## config.mk

```make
export PLATFORM = sky130hd
export DESIGN_NAME = tdm_serializer
export DESIGN_NICKNAME = d
export VERILOG_FILES = /design/src/rtl/tdm_serializer.sv
export SDC_FILE = /design/constraint.sdc
export NUM_CORES = 1
export LEC_CHECK = 0
export CAP_MARGIN = 30
export CORE_MARGIN = 3
export CORE_UTILIZATION = 42
export DETAILED_ROUTE_END_ITERATION = 12
export PLACE_DENSITY = 0.89
export SLEW_MARGIN = 20
export SYNTH_ARGS = -nofsm -noshare
export SYNTH_HDL_FRONTEND = slang
export SYNTH_SLANG_ARGS = --single-unit
export TNS_END_PERCENT = 50
```

## constraint.sdc

```tcl
create_clock -name sysclk -period 2.8 [get_ports sysclk]
set_clock_uncertainty 0.1 [all_clocks]
set_input_delay 0.56 -clock sysclk [delete_from_list [all_inputs] [get_ports sysclk]]
set_output_delay 0.56 -clock sysclk [all_outputs]
set_load 0.01 [all_outputs]
```

## src/rtl/tdm_serializer.sv

```systemverilog
// tdm_serializer: NCH-channel time-division serializer, one bit per clock on a single line.
// Optional build macro TDM_SERIALIZER_PARITY_EN appends an even-parity bit to every word.
module tdm_serializer #(
   parameter int NCH       = 4,
   parameter int DW        = 8,
   parameter int SLOTW     = 8,
   parameter int MSB_FIRST = 0,
`ifdef TDM_SERIALIZER_PARITY_EN
   localparam int WL       = DW + 1
`else
   localparam int WL       = DW
`endif
) (
   input  logic                   sysclk,
   input  logic                   rst,
   input  logic                   run,
   input  logic [NCH-1:0]         ch_en,
   input  logic [NCH*SLOTW-1:0]   slot_len,
   input  logic [NCH*DW-1:0]      ch_data,
   output logic [NCH-1:0]         ch_load,
   output logic                   out,
   output logic                   out_valid,
   output logic                   frame_start,
   output logic [$clog2(NCH)-1:0] ch_id,
   output logic [SLOTW-1:0]       slot_cnt,
   output logic [$clog2(WL)-1:0]  bit_idx
);

   localparam int CHW = $clog2(NCH);
   localparam int BW  = $clog2(WL);
   localparam int VW  = 1 << BW;

   logic [DW-1:0]    data_a [NCH];
   logic [SLOTW-1:0] len_a  [NCH];

   for (genvar g = 0; g < NCH; g++) begin : g_unpack
      assign data_a[g] = ch_data[g*DW +: DW];
      assign len_a[g]  = slot_len[g*SLOTW +: SLOTW];
   end

   logic [CHW-1:0]   ch_id_q, ch_id_d, ch_nxt;
   logic [SLOTW-1:0] slot_cnt_q, slot_cnt_d;
   logic [SLOTW-1:0] term_q, term_d;
   logic [BW-1:0]    bit_idx_q, bit_idx_d;
   logic [DW-1:0]    word_q, word_d;
   logic             wen_q, wen_d;
   logic             out_q, out_d;
   logic             out_valid_q, out_valid_d;

   logic             word_start;
   logic             slot_end;
   logic             cur_en;
   logic [DW-1:0]    cur_word;
   logic [DW-1:0]    ordered;
   logic [VW-1:0]    bit_vec;

   // At a word start the word being sent is the one on ch_data right now, so
   // bit 0 leaves in the same cycle the word is captured.
   assign word_start = (bit_idx_q == '0);
   assign cur_en     = word_start ? ch_en[ch_id_q] : wen_q;
   assign cur_word   = word_start ? data_a[ch_id_q] : word_q;
   assign slot_end   = (slot_cnt_q == term_q);
   assign ch_nxt     = (ch_id_q == CHW'(NCH - 1)) ? '0 : ch_id_q + 1'b1;

   for (genvar g = 0; g < DW; g++) begin : g_order
      assign ordered[g] = (MSB_FIRST != 0) ? cur_word[DW-1-g] : cur_word[g];
   end

   always_comb begin
      bit_vec           = '0;
      bit_vec[DW-1:0]   = ordered;
`ifdef TDM_SERIALIZER_PARITY_EN
      bit_vec[DW]       = ^cur_word;
`endif
   end

   // ch_load[i] is a one-cycle strobe: ch_data[i] is taken in that cycle and the
   // source may present its next word from the following cycle; no back-pressure.
   always_comb begin
      ch_id_d     = ch_id_q;
      slot_cnt_d  = slot_cnt_q;
      term_d      = term_q;
      bit_idx_d   = bit_idx_q;
      word_d      = word_q;
      wen_d       = wen_q;
      out_d       = 1'b0;
      out_valid_d = 1'b0;
      ch_load     = '0;
      frame_start = 1'b0;

      if (run) begin
         frame_start = (ch_id_q == '0) && (slot_cnt_q == '0);

         if (word_start) begin
            wen_d = ch_en[ch_id_q];
            if (ch_en[ch_id_q]) begin
               word_d           = data_a[ch_id_q];
               ch_load[ch_id_q] = 1'b1;
            end
         end

         out_valid_d = cur_en;
         out_d       = cur_en & bit_vec[bit_idx_q];

         if (slot_end) begin
            slot_cnt_d = '0;
            ch_id_d    = ch_nxt;
            term_d     = len_a[ch_nxt];
            bit_idx_d  = '0;
         end else begin
            slot_cnt_d = slot_cnt_q + 1'b1;
            bit_idx_d  = (bit_idx_q == BW'(WL - 1)) ? '0 : bit_idx_q + 1'b1;
         end
      end
   end

   always_ff @(posedge sysclk) begin
      if (rst) begin
         ch_id_q     <= '0;
         slot_cnt_q  <= '0;
         term_q      <= len_a[0];
         bit_idx_q   <= '0;
         word_q      <= '0;
         wen_q       <= 1'b0;
         out_q       <= 1'b0;
         out_valid_q <= 1'b0;
      end else begin
         ch_id_q     <= ch_id_d;
         slot_cnt_q  <= slot_cnt_d;
         term_q      <= term_d;
         bit_idx_q   <= bit_idx_d;
         word_q      <= word_d;
         wen_q       <= wen_d;
         out_q       <= out_d;
         out_valid_q <= out_valid_d;
      end
   end

   assign out       = out_q;
   assign out_valid = out_valid_q;
   assign ch_id     = ch_id_q;
   assign slot_cnt  = slot_cnt_q;
   assign bit_idx   = bit_idx_q;

endmodule

```

## Yosys cells after proc, flatten, opt, wreduce, memory -nomap -nowiden

Cells that the tools add are included.

- Bits of input ports: 71
- Output and inout bits: 20
- Word-level logic and storage cells: 59
- Bits in registers: 32

- $add $sub $neg: 3
- Magnitude comparators: 5
- Eq/ne operators: 3
- Reduce and logical (&&, ||, !) cells: 11
- Bitwise operators: 4
- Muxes and demuxes: 25

Operators with widths:

| kind | count |
|---|---|
| 8-bit two-way mux | 9 |
| 8-bit binary-select mux with 2-bit select | 2 |
| 4-bit two-way mux | 3 |
| 8-bit by 1-bit adder with 8-bit output, second input constant | 1 |
| 8-bit equality test | 1 |
| 8-bit logical NOT | 1 |
| 3-bit greater-or-equal comparator, second input constant | 2 |
| 3-bit two-way mux | 2 |
| 2-bit inverter with 3-bit output | 2 |
| 1-bit two-way mux | 5 |
| 3-bit by 4-bit less-than comparator with 1-bit output, second input constant | 1 |
| 2-bit AND reduction | 2 |
| 2-bit nonzero test | 2 |
| 3-bit by 1-bit adder with 3-bit output, second input constant | 1 |
| 1-bit binary-select mux with 3-bit select | 1 |
| 3-bit equality test, second input constant | 1 |
| 3-bit logical NOT | 1 |
| 2-bit by 3-bit less-than comparator with 1-bit output, second input constant | 1 |
| 3-bit AND reduction | 1 |
| 2-bit by 1-bit adder with 2-bit output, second input constant | 1 |
| 1-bit binary-select mux with 2-bit select | 1 |
| 1-bit demux with 2-bit select | 1 |
| 2-bit equality test, second input constant | 1 |
| 2-bit by 1-bit greater-or-equal comparator with 1-bit output, second input constant | 1 |
| other kinds (6) | 7 |

## Depth between registers and ports, before layout

Gate-level depths: netlist (run 1).

- Depth in word-level cells: 9
- Gate-level depth with buffers: 7
- Gate-level depth less buffers: 6

## Worst setup path before layout (run 1)

No wires, ideal clock.

- Kind: reg-to-reg
- Start point: register slot_cnt_q[0], in the netlist slot_cnt[0]
- End point: register term_q[0], enable pin
- Path buffers: 0
- Period minus slack after synthesis: 2.162 ns
- Data required time: 2.313 ns
- Cell stages (with the launch flop): 4
- Arrival time: 1.675 ns
- Slack: 0.638 ns
- Library setup time: 0.387 ns
- Cells stage by stage: dfxtp_1 > xnor2_1 > nand4_1 > o31ai_2

- Cells in the longest elaborated chain, start to end: 3

Ends and longest elaborated chain:

| element | line | text |
|---|---|---|
| start: declaration | 42 | `logic [SLOTW-1:0] slot_cnt_q, slot_cnt_d;` |
| start signal: assignment | 129 | `slot_cnt_q <= slot_cnt_d;` |
| 8-bit equality test | 62 | `assign slot_end = (slot_cnt_q == term_q);` |
| 2-bit nonzero test (no line) | -- |  |
| 2-bit AND reduction (no line) | -- |  |
| end signal: assignment | 121 | `term_q <= len_a[0];` |
| end signal: assignment | 130 | `term_q <= term_d;` |
| end: declaration | 43 | `logic [SLOTW-1:0] term_q, term_d;` |

No other way between the ends.
A chain may end at the register's enable or synchronous reset.

## Final worst setup path (run 1)

- Start point: register slot_cnt_q[1], in the netlist slot_cnt[1]
- End point: output port frame_start

- Cells in the longest elaborated chain, start to end: 3

Ends and longest elaborated chain:

| element | line | text |
|---|---|---|
| 8-bit logical NOT | 92 | `frame_start = (ch_id_q == '0) && (slot_cnt_q == '0);` |
| 1-bit logical AND | 92 |  |
| 1-bit two-way mux | 91 | `if (run) begin` |
| end: declaration | 23 | `output logic frame_start,` |

No other way between the ends.

==> results of run 1 <==
-- state kept, by name, indices dropped and copies added, names as in the netlist --
signal	count
bit_idx	3
ch_id	2
out	1
out_valid	1
slot_cnt	8
term_q	8
wen_q	1
word_q	8
-- path summary, 6_finish.rpt --
path                    start  cells after the start     endpoint
hold reg to reg         wen_q                      2        wen_q
hold / removal          wen_q                      2        wen_q
setup reg to reg     ch_id[0]                      5          out
setup / recovery  slot_cnt[1]                      6  frame_start
-- tightest hold or removal path, delay by kind of cell (launching register included) --
kind | cells | cell delay (ns)
and+or+nand+nor | 1 | 0.06
AOI/OAI and AO/OA | 1 | 0.06
DFF | 1 | 0.31
-- cells in the mapped netlist --
| cell type | n |
|---|---|
| dfxtp_1 | 24 |
| nor2_1 | 21 |
| o22ai_1 | 16 |
| a21oi_1 | 15 |
| inv_1 | 14 |
| nand2_1 | 12 |
| mux2_2 | 10 |
| mux2i_1 | 10 |
| ha_1 | 9 |
| xnor2_1 | 9 |
| edfxtp_1 | 8 |
| mux4_1 | 7 |
| nand3_1 | 7 |
| xor2_1 | 6 |
| nand4_1 | 4 |
| o211ai_1 | 3 |
| buf_6 | 2 |
| clkbuf_1 | 2 |
| clkinv_1 | 2 |
| o31ai_1 | 2 |
| or4_1 | 2 |
| a2111o_1 | 1 |
| a211o_1 | 1 |
| a211oi_1 | 1 |
| a31o_2 | 1 |
| a31oi_1 | 1 |
| and2_1 | 1 |
| and2b_1 | 1 |
| and2b_2 | 1 |
| and3_1 | 1 |
| and4_1 | 1 |
| buf_1 | 1 |
| buf_2 | 1 |
| buf_4 | 1 |
| mux4_2 | 1 |
| mux4_4 | 1 |
| nor2_4 | 1 |
| nor4_1 | 1 |
| nor4b_1 | 1 |
| o21ai_0 | 1 |
| o311ai_0 | 1 |
| o31ai_2 | 1 |
| or2b_1 | 1 |
| or3_1 | 1 |
-- final cells by class --
class                           instances  area share
Tap cell                               65      0.0253
Sequential cell                        32       0.224
Clock buffer                            6      0.0226
Multi-Input combinational cell        153       0.392
Inverter                               16      0.0187
Timing Repair Buffer                  100       0.307
Clock inverter                          2      0.0109
-- metal layers --
| metal | vias up | global-route usage | wire length [um] |
|---|---|---|---|
| li1 | 979 | - | - |
| met4 | 0 | 0.0652 | 43 |
| met2 | 67 | 0.363 | 3220 |
| met1 | 942 | 0.248 | 2410 |
| met3 | 4 | 0.0402 | 271 |
| met5 | - | 0 | 0 |
-- power by group through the flow --
stage	combinational (mW)	clock (mW)	sequential (mW)
global route	0.297	0.462	0.514
finish	0.275	0.430	0.512
floorplan	0.110	0	0.525
detailed placement	0.269	0	0.522
CTS	0.273	0.436	0.512
global placement	0.258	0	0.521
-- through the flow --
step / worst slack (ns) / util / hold slack, ns / power [mW] / cell area (sq um)
global route: -0.0591 / 0.704 / 0.407 / 1.27 / 3210
floorplan: 0.638 / - / 0.345 / 0.635 / 2070
global placement: -0.00491 / 0.676 / 0.358 / 0.780 / 3080
finish: 0.124 / 0.704 / 0.384 / 1.22 / 3210
CTS: 0.0395 / 0.700 / 0.383 / 1.22 / 3200
detailed placement: -0.0368 / 0.676 / 0.372 / 0.791 / 3080
-- kinds of logic after synthesis --
family,count (synthesis),synth area share
multiplexers,29,0.214
flip-flops,32,0.348
buffers and inverters,23,0.0513
XOR/XNOR,15,0.0634
adder cells (fa/ha/maj),9,0.0543
AND/OR/NAND/NOR,56,0.133
AO/OA/AOI/OAI,44,0.136
-- timing repair --
action / CTS / global route
resized for setup: 3 / 6
gates cloned: 0 / 0
setup endpoints to repair: 4 / 5
hold buffers: 0 / 0
==> out/metrics.cfg, run 1 <==
[status]
status = finished, final reports clean

[layout]
final_cell_mix = clkdlybuf4s50_1 (86), dfxtp_1 (24), nor2_1 (21)
nNetsFinal = 388
fill_cells = 337
drive_gt1_frac = 0.123
final_cells = 374
areaGrowthSynthToFinish_pct = 55.0
antenna_cells = 0
layout_commonest_cell = clkdlybuf4s50_1
multiInputGateArea_sq_mm = 0.00126
register_area_sq_um = 721

[sta]
setup_violations = 0
relSlewSlack = 0.683
fmax_mhz = 374
min_period_ns = 2.68
period_share = 0.956
tns_ns = 0
worst_slew_pin_slew_ns = 0.470
hold_viol = 0
drv_slew = 0

[synthesis]
syn_area_per_cell_sq_um = 9.97
yosysTopAreaCell = dfxtp_1
synth_top_area_share = 0.232
synth_fp_nets = 288
ys_types = 44
netlist_area_sq_mm = 0.00207
synth_cells = 208
ys_seq_elements = 32
synth_warnings = 0
synthTopCellsByArea = dfxtp_1 (23%), edfxtp_1 (12%), mux4_1 (8.9%)
ys_seq_area_frac = 0.348

[clock_tree]
cts_setup_buffers = 0
cts_buffers = 5
cts.sink_count = 32
cts_tree = built
htree_levels = 2
root_buffer = clkbuf_8
cts_buffer_depth = 2
clk_pin_slew_ns = 0.07
insertion_delay_ns = 0.28

[worst_setup_path]
cp_max_fo = 8
cpPeakStageDelay_ns = 0.57
slowest_stage = clkdlybuf4s50_1
cp.buffers_inverters = 2
critPathLaunchType = register
cp.arrival_ns = 2.02
crit_type = register to output pin
cp-end-kind = output pin
cp_top_family = buffers and inverters
cp_cell_sequence = inv_1 -> ha_1 -> nor4b_1 -> nand3_1 -> nor4_2 -> clkdlybuf4s50_1
reg2reg_slack_ns = 0.63
cp.required_ns = 2.14

[place]
port_buffers = 90
routabilityCongestion = 0.836
placed_cells = 366
hpwl_mm = 4.73

[global_routing]
grt_pass1_vias = 2019
antenna_found_initial = 0
overflow = 0
grt_start_max_net_pins = 19
grt.total_usage = 0.205
grt_first_pass_wirelength_mm = 9.59

[power]
p_per_area_mw_per_mm2 = 379
p_int_uw = 933
clockPowerShare = 0.353
combPwrFrac = 0.226
p_seq_frac = 0.421
p_sw_frac = 0.234
p_leak_nw = 1.30
switching_power_uw = 284
worst_ir_drop_vdd_mv = 0.257

[die]
ioPinCount = 91
fp.dieH_um = 76.3
die_w_um = 76.3
start_util = 0.454
num_rows = 24
dieArea_sq_mm = 0.00582
coreArea_sq_mm = 0.00456

[drt]
antenna_left = 0
wl_per_cell_um = 15.9
drt_iter0_drc = 125
drt_first_pass_iters = 4
vias = 1992
totalWireLength_mm = 5.94
vias_per_cell = 5.33
drc = 0

[run]
drv_cap = 0

[min_path]
hp-class = register to register

No activity file was read; power rests on OpenSTA's default activity.
==> run 2: changes to the inputs <==
--- a/config.mk
+++ b/config.mk
@@ -6,10 +6,12 @@
 export NUM_CORES = 1
 export LEC_CHECK = 0
 export CAP_MARGIN = 30
+export CORE_ASPECT_RATIO = 1.75
 export CORE_MARGIN = 3
-export CORE_UTILIZATION = 42
+export CORE_UTILIZATION = 60
 export DETAILED_ROUTE_END_ITERATION = 12
-export PLACE_DENSITY = 0.89
+export DONT_BUFFER_PORTS = 1
+export PLACE_DENSITY = 0.76
 export SLEW_MARGIN = 20
 export SYNTH_ARGS = -nofsm -noshare
 export SYNTH_HDL_FRONTEND = slang
==> out/metrics.cfg, run 2 (same netlist as run 1, synthesis figures left out) <==
[die]
die_w_um = 50.4  ; -34%
start_util = 0.639  ; +0.185
dieArea_sq_mm = 0.00422  ; -27%
coreArea_sq_mm = 0.00324  ; -29%
fp.dieH_um = 83.8  ; +9.8%
ioPinCount = 91  ; unchanged
num_rows = 27  ; +13%

[global_routing]
grt_first_pass_wirelength_mm = 7.95  ; -17%
grt_pass1_vias = 1728  ; -14%
met3_usage = 0.0733  ; +0.0332
grt.total_usage = 0.249  ; +0.0449
antenna_found_initial = 0  ; unchanged
overflow = 0  ; unchanged
grt_start_max_net_pins = 19  ; unchanged
met2_usage = 0.461  ; +0.0978
met1_usage = 0.247  ; -0.000748
grt-busiest-layer = met2

[worst_setup_path]
r2r-end = term_q[7]
cp-end-kind = output pin
cp.arrival_ns = 1.88  ; -0.14 ns
cp-startpoint = bit_idx[1]
worstSetupEndpoint = ch_load[3]
reg2regPathDepth = 6  ; +1
critPathLaunchType = register
cp_max_fo = 8  ; unchanged
r2r-start = ch_id[1]
crit_type = register to output pin
cp.required_ns = 2.14  ; about the same
reg2reg_slack_ns = 0.64  ; about the same

[sta]
relSlewSlack = 0.612  ; -0.0704
fmax_mhz = 394  ; +5.5%
finalWorstSetupSlack_ns = 0.264  ; +0.140 ns
setup_violations = 0  ; unchanged
min_period_ns = 2.54  ; -0.140 ns
rsz0062_at_grt = false
tns_ns = 0  ; unchanged
period_share = 0.906  ; -0.0501
hold_viol = 0  ; unchanged
worst_slew_pin_slew_ns = 0.576  ; +0.106 ns
drv_slew = 0  ; unchanged

[place]
routabilityCongestion = 0.842  ; +0.78%
placed_cells = 249  ; -32%
hpwl_mm = 3.87  ; -18%
dp_slack_ns = 0.559  ; +0.596 ns
place_area_sq_mm = 0.00212  ; -31%
port_buffers = 0  ; -100%

[power]
worst_ir_drop_vdd_mv = 0.340  ; +32%
p_per_area_mw_per_mm2 = 449  ; +19%
p_leak_nw = 0.856  ; -34%

[drt]
drt_iter0_drc = 59  ; -53%
drc = 0  ; unchanged
vias_per_cell = 6.44  ; +21%
vias = 1655  ; -17%
totalWireLength_mm = 5.03  ; -15%
drt_first_pass_iters = 4  ; unchanged
wl_per_cell_um = 19.6  ; +23%
antenna_left = 0  ; unchanged

[layout]
final_cells = 257  ; -31%
drive_gt1_frac = 0.131  ; +0.00786
final_cell_mix = dfxtp_1 (24), nor2_1 (21), o22ai_1 (16)
areaGrowthSynthToFinish_pct = 6.16
fin_util = 0.679  ; -0.0256
antenna_cells = 0  ; unchanged
nNetsFinal = 293  ; -24%
fill_cells = 266  ; -21%
layout_commonest_cell = dfxtp_1
stdcell_area_sq_mm = 0.00220  ; -32%

[run]
drv_cap = 0  ; unchanged

[min_path]
hp-class = input port to register

[clock_tree]
clk_pin_slew_ns = 0.06  ; about the same
cts_tree = built
cts_buffers = 5  ; unchanged
root_buffer = clkbuf_8
insertion_delay_ns = 0.28  ; about the same
cts_setup_buffers = 0  ; unchanged
htree_levels = 2  ; unchanged
cts.repair.resized = 0  ; -3
cts.sink_count = 32  ; unchanged
cts_hold_buf = 0  ; unchanged
cts_buffer_depth = 2  ; unchanged

[status]
status = finished, final reports clean

## run 2: where the power goes
part / internal [mW] / switching, mW / leakage (nW) / total [mW]
logic: 0.0674 / 0.0676 / 0.538 / 0.135
registers: 0.498 / 0.0234 / 0.272 / 0.521
clock network: 0.168 / 0.164 / 0.0453 / 0.332
## run 2: layout make-up
cell class                      instances  area, sq um  share of cell area
Multi-Input combinational cell        153         1250               0.566
Clock buffer                            5         68.8              0.0313
Inverter                               16         60.1              0.0273
Timing Repair Buffer                    5         37.5              0.0171
Tap cell                               43         53.8              0.0244
Sequential cell                        32          721               0.327
Clock inverter                          3         13.8             0.00625
## run 2: through the flow
| stage | hold WS (ns) | power [mW] |
|---|---|---|
| finish | 0.240 | 0.988 |
| floorplan | 0.345 | 0.635 |
| global route | 0.223 | 1.04 |
| detailed placement | 0.360 | 0.665 |
| global placement | 0.362 | 0.656 |
| CTS | 0.230 | 1.00 |
## run 2: routing by layer
layer / up-vias / share of wire
met2: 79 / 0.56
met5: - / 0
met3: 10 / 0.074
met4: 0 / 0.021
met1: 771 / 0.34
li1: 795 / -
## run 2: how the worst min path moves through the flow
stage	start	end	slack [ns]	cells past startpoint
global placement	wen_q	wen_q	0.36	2
floorplan	wen_q	wen_q	0.35	2
detailed placement	wen_q	wen_q	0.36	2
global route	rst	word_q[3]	0.22	1
finish	rst	word_q[3]	0.24	1
CTS	rst	ch_id[0]	0.23	1
## run 2: worst max-delay path, stage by stage, from the launching register on
cell,delay (ns)
dfxtp_1,0.39
inv_1,0.11
ha_1,0.25
and2b_2,0.23
nand3_1,0.30
nor2_1,0.31
==> run 3: changes to the inputs <==
--- a/config.mk
+++ b/config.mk
@@ -5,13 +5,13 @@
 export SDC_FILE = /design/constraint.sdc
 export NUM_CORES = 1
 export LEC_CHECK = 0
-export CAP_MARGIN = 30
 export CORE_ASPECT_RATIO = 1.75
 export CORE_MARGIN = 3
 export CORE_UTILIZATION = 60
 export DETAILED_ROUTE_END_ITERATION = 12
 export DONT_BUFFER_PORTS = 1
 export PLACE_DENSITY = 0.76
+export SKIP_LAST_GASP = 1
 export SLEW_MARGIN = 20
 export SYNTH_ARGS = -nofsm -noshare
 export SYNTH_HDL_FRONTEND = slang
==> results of run 3 <==
No change in the layout: final DEF, timing and power equal those of run 2.
